===== config.mk =====
export PLATFORM = sky130hd
export DESIGN_NAME = regfile_sb
export DESIGN_NICKNAME = d
export VERILOG_FILES = /design/src/rtl/regfile_sb.sv
export SDC_FILE = /design/constraint.sdc
export NUM_CORES = 2
export LEC_CHECK = 0
export BUFFER_PORTS_ARGS = -buffer_cell sky130_fd_sc_hd__buf_2
export CAP_MARGIN = 10
export CORE_AREA = 2 2 408 410
export DETAILED_ROUTE_END_ITERATION = 8
export DIE_AREA = 0 0 410 412
export SYNTH_ARGS = -nofsm -noshare
export SYNTH_HDL_FRONTEND = slang
export SYNTH_SLANG_ARGS = --single-unit

===== constraint.sdc =====
create_clock -name clk -period 6.9 [get_ports clk]
set_clock_uncertainty 0.1 [all_clocks]
set_input_delay 1.035 -clock clk [delete_from_list [all_inputs] [get_ports clk]]
set_output_delay 1.035 -clock clk [all_outputs]
set_load 0.05 [all_outputs]

===== src/rtl/regfile_sb.sv =====
// -----------------------------------------------------------------------------
// regfile_sb -- multi-ported register file with a per-register busy scoreboard
//
// Holds NREGS registers of WIDTH bits. Each register has a busy bit that marks
// a pending producer. A claim sets the bit, and a write to that register clears
// it. Register 0 reads as zero and is never written or marked busy. Reads are
// combinational on NRD independent ports.
//
// Optional feature:
//   REGFILE_SB_BYPASS_EN  - when defined, a write in the current cycle is
//                           forwarded to any read port that addresses the same
//                           register. The busy bit seen on that port is cleared
//                           in the same way.
//
// Parameters:
//   WIDTH  - data width of each register
//   NREGS  - register count (power of two, >= 2)
//   NRD    - number of read ports (>= 1)
//
// Ports:
//   clk         in   single clock, rising edge
//   reset_n     in   asynchronous active-low reset
//   raddr       in   NRD*AW   read addresses, port i at [i*AW +: AW]
//   rdata       out  NRD*WIDTH read data, port i at [i*WIDTH +: WIDTH]
//   rbusy       out  NRD      busy flag of the register addressed on port i
//   we          in   write enable
//   waddr       in   write address
//   wdata       in   write data
//   claim       in   mark claim_addr as having a pending producer
//   claim_addr  in   register being claimed
//   nbusy       out  AW+1     registered count of busy registers
// -----------------------------------------------------------------------------
module regfile_sb #(
    parameter int WIDTH = 32,
    parameter int NREGS = 32,
    parameter int NRD   = 3,
    localparam int AW   = $clog2(NREGS)
) (
    input  logic                 clk,
    input  logic                 reset_n,
    input  logic [NRD*AW-1:0]    raddr,
    output logic [NRD*WIDTH-1:0] rdata,
    output logic [NRD-1:0]       rbusy,
    input  logic                 we,
    input  logic [AW-1:0]        waddr,
    input  logic [WIDTH-1:0]     wdata,
    input  logic                 claim,
    input  logic [AW-1:0]        claim_addr,
    output logic [AW:0]          nbusy
);

    logic [WIDTH-1:0] regs_q [NREGS];
    logic [WIDTH-1:0] regs_d [NREGS];
    logic [NREGS-1:0] busy_q;
    logic [NREGS-1:0] busy_d;
    logic [AW:0]      nbusy_q;
    logic [AW:0]      nbusy_d;
    // armed_q stays low through reset and the first edge after release. That
    // edge therefore ignores any write or claim that is presented with it.
    logic             armed_q;
    logic             armed_d;
    logic             wr_en;
    logic             cl_en;
    logic [AW-1:0]    ra;

    always_comb begin
        armed_d = 1'b1;
        wr_en   = armed_q && we && (waddr != '0);
        cl_en   = armed_q && claim && (claim_addr != '0);
        regs_d  = regs_q;
        busy_d  = busy_q;
        if (wr_en) begin
            regs_d[waddr] = wdata;
            busy_d[waddr] = 1'b0;
        end
        // The claim is applied after the retire, so a new producer wins when
        // both events target the same register.
        if (cl_en) begin
            busy_d[claim_addr] = 1'b1;
        end
        nbusy_d = '0;
        for (int i = 0; i < NREGS; i++) begin
            nbusy_d = nbusy_d + {{AW{1'b0}}, busy_d[i]};
        end
    end

    always_ff @(posedge clk or negedge reset_n) begin
        if (!reset_n) begin
            for (int i = 0; i < NREGS; i++) begin
                regs_q[i] <= '0;
            end
            busy_q  <= '0;
            nbusy_q <= '0;
            armed_q <= 1'b0;
        end else begin
            regs_q  <= regs_d;
            busy_q  <= busy_d;
            nbusy_q <= nbusy_d;
            armed_q <= armed_d;
        end
    end

    always_comb begin
        rdata = '0;
        rbusy = '0;
        ra    = '0;
        for (int i = 0; i < NRD; i++) begin
            ra = raddr[i*AW +: AW];
            rdata[i*WIDTH +: WIDTH] = (ra == '0) ? '0 : regs_q[ra];
            rbusy[i] = busy_q[ra];
`ifdef REGFILE_SB_BYPASS_EN
            // wr_en already excludes address 0, so register 0 is never forwarded.
            if (wr_en && (waddr == ra)) begin
                rdata[i*WIDTH +: WIDTH] = wdata;
                rbusy[i] = cl_en && (claim_addr == waddr);
            end
`endif
        end
    end

    assign nbusy = nbusy_q;

endmodule


==> results.tsv <==
stage	metric	value	unit
outcome	outcome	finished, final reports clean	
sta	final_max_slew_viol_count	0	
clock_network	cts_setup_buffers	0	
placement	dpl.hpwl	140000	µm
critical_path	critPathMaxStageDelay	0.57	ns
placement	gp_congestion	0.878	
sta	setup_viol	0	
flow_run	cap_violations	0	
floorplan	rows	149	
clock_network	clk_latency	0.75	ns
critical_path	crit_family	adder cells	
routing	vias_per_cell	6.83	
critical_path	start_kind	flip-flop	
synthesis	async_reset_ff_share	100	%
critical_path	arrival	6.54	ns
routing	post_drt_wl_per_cell	36.1	µm
synthesis	syn_nets	4622	
layout	mostFrequentLayoutCell	mux2_2	
clock_network	cts_sinks	1063	
critical_path	cpMostUsedCell	fa_1	
layout	nFillCells	14515	
critical_path	critPathRequiredTime	7.47	ns
floorplan	start_util	39.9	%
synthesis	synth_compound_area_share	6.64	%
layout	drive_gt1_share	51.7	%
floorplan	fp.coreArea	0.164	mm²
synthesis	synthXorXnorAreaFrac	0.0401	%
power_and_ir_drop	p_leak	0.0309	µW
synthesis	yosys.area_share.simple	2.12	%
routing	wl	242000	µm
placement	place_area	0.0684	mm²
routing	initialDrtViolationCount	5064	
critical_path	path_cells	nand2_1 -> nor2_1 -> and2_1 -> a22oi_1 -> fa_1 -> inv_1 -> fa_1 -> inv_1 -> fa_1 -> inv_1 -> fa_1 -> fa_1 -> fa_1 -> ha_1 -> fa_1 -> a21o_1 -> a21oi_1 -> xnor2_1	
layout	area_delta_synth_final	10.6	%
critical_path	r2r_start	armed_q	
floorplan	io_pins	166	
global_routing	gr-usage-all-layers	28.4	%
floorplan	die_w	410	µm
sta	relSlewSlack	16.7	%
synthesis	synthAdderAreaFrac	0.868	%
routing	antenna_left	0	
clock_network	cts.clk_slew.worst_paths	0.06	ns
placement	dp.cells	6483	
synthesis	synth_flop_cell	dfrtp_1	
layout	nNetsFinal	4506	
global_routing	met3_usage	6.93	%
sta	rsz0062_at_grt	no	
clock_network	clk_path_buf_depth	3	
synthesis	syn_avg_cell_area	14.4	µm²
routing	drc	0	
clock_network	cts_buffers	118	
synthesis	synth.ff_latch_count	1063	
synthesis	synth_cells	4530	
synthesis	synth_area	0.0655	mm²
critical_path	crit_fanout	11	
clock_network	cts_hold_buffers	0	
routing	dr.pass1.iters	5	
placement	pre_cts_ws	0.326	ns
synthesis	yosys_warnings	0	
layout	fin_area	0.0724	mm²
global_routing	grt.busiest_layer	met2	
power_and_ir_drop	p_per_area	272	mW/mm²
synthesis	synth_cell_types	51	
clock_network	h-tree-depth	3	
clock_network	cts.root.buffer_cell	clkbuf_16	
synthesis	synthMuxAreaShare	45.9	%
global_routing	antenna_found_initial	18	
sta	fmax	168	MHz
critical_path	reg2reg_depth	18	
critical_path	crit_type	flip-flop to flip-flop	
critical_path	setup.worst_path.end_class	flip-flop	
sta	period_needed	5.96	ns
power_and_ir_drop	vdd.ir_drop.worst	0.504	mV
global_routing	use_met2	44.2	%
synthesis	yosysSeqAreaShare	40.6	%
layout	regArea	0.0266	mm²
synthesis	yosysTopAreaCellShare	40.6	%
layout	fin_cells	6707	
global_routing	first_global_vias	45446	
layout	multi_input_area	0.0366	mm²
clock_network	cts_resized	0	
critical_path	r2r_end	nbusy[4]	
critical_path	slowest_stage	fa_1	
synthesis	synth_top_area_cell	dfrtp_1	
floorplan	dieHeight	412	µm
global_routing	globalRouteOverflowTotal	0	
min_path	hold_class	input port to async pin	
global_routing	use_met1	37.7	%
sta	post-route-period-util	86.4	%
synthesis	synth_top_family_by_area	multiplexers	
routing	vias	45838	
global_routing	grt_max_degree	150	
sta	hold_slack	0.159	ns
sta	hold_viol_final	0	
critical_path	reg2reg_slack	0.94	ns
sta	fin_ws	0.936	ns
synthesis	synth_edf_count	0	
placement	portBuffers	165	
critical_path	timing.critical_path.buf_inv	3	
sta	setup_tns	0	ns
global_routing	grt_pass1_wl	346000	µm
critical_path	cp.depth	18	
sta	worstMarginPinSlew	1.25	ns
synthesis	synthTopCellsByArea	dfrtp_1, mux4_2, mux2_2, mux2i_1, clkbuf_1	
layout	final_cell_mix	mux2_2, dfrtp_1, mux4_2	
floorplan	die_area	0.169	mm²
clock_network	tritoncts	built	
area by class of cell:
type                    count  share of cell area [%]
inverters                  38                   0.207
flip-flops and latches   1063                    36.8
well taps                2189                    3.78
diodes                     10                  0.0346
clock buffers             172                    4.79
repair buffers            309                    3.12
clock inverters            42                   0.679
multi-input cells        2884                    50.6
cells in the mapped netlist (7+ instances only):
cell / number
a211oi_1: 96
a221oi_1: 71
a22o_1: 20
a22oi_1: 107
a311oi_1: 96
buf_1: 26
buf_2: 207
buf_4: 8
clkbuf_1: 301
dfrtp_1: 1063
fa_1: 24
ha_1: 7
inv_1: 37
mux2_1: 21
mux2_2: 1070
mux2i_1: 192
mux4_2: 702
nand2_1: 80
nor2_1: 28
nor2b_1: 106
nor3b_1: 7
o2111ai_1: 25
o21ai_0: 162
o21ai_1: 16
through the flow:
| stage | total power (µW) | util [%] |
|---|---|---|
| 3_3_place_gp | 13100 | 41.6 |
| 2_1_floorplan | 11700 | - |
| 5_1_grt | 20600 | 44.1 |
| 3_5_place_dp | 13200 | 41.6 |
| 6_report | 19700 | 44.1 |
| 4_1_cts | 19700 | 44.1 |
flip-flops by register name, indices dropped and copies added (netlist names):
name and count:
armed_q 1, busy_q 32, nbusy 6, regs_q 1024
logic make-up (layout without fill, tap and decap cells):
family,count (synthesis),after routing
AND/OR/NAND/NOR,260,260
buffers and inverters,583,561
adder cells (fa/ha/maj),31,31
AO/OA/AOI/OAI,604,604
flip-flops,1063,1063
XOR/XNOR,3,3
other,1,11
multiplexers,1985,1985
where the power goes:
| part | switching [µW] | internal [µW] | leakage, µW | total (µW) |
|---|---|---|---|---|
| Combinational | 2630 | 2640 | 0.0148 | 5270 |
| Clock | 2780 | 3770 | 0.00194 | 6550 |
| Sequential | 787 | 7090 | 0.0141 | 7880 |
routing by layer:
layer | part of all wire, % | vias to the layer above | wire (µm)
met5 | 0.029 | - | 70
met1 | 39 | 24879 | 95300
met3 | 9.6 | 561 | 23200
li1 | - | 17813 | -
met4 | 4.8 | 10 | 11600
met2 | 46 | 2575 | 112000
worst reg2reg max path: cells and delay by family (launching register included):
kind | cells | cell delay [ns]
buffers and inverters | 3 | 0.16
DFF | 1 | 0.46
xor gates and xnor gates | 1 | 0.14
and+or+nand+nor | 3 | 0.77
adders and majority gates | 8 | 3.68
AOI/OAI and AO/OA | 3 | 0.57
how the worst max path moves through the flow:
stage / slack [ns] / endpoint / start
after floorplan: 0.29 / nbusy[4] / waddr[3]
after global placement: 0.36 / nbusy[4] / claim
after detailed placement: 0.33 / nbusy[4] / claim
after CTS: 0.97 / nbusy[4] / armed_q
after global routing: 0.65 / nbusy[4] / armed_q
final: 0.94 / nbusy[4] / armed_q
Note: power is estimated with default switching activity, not from simulation.
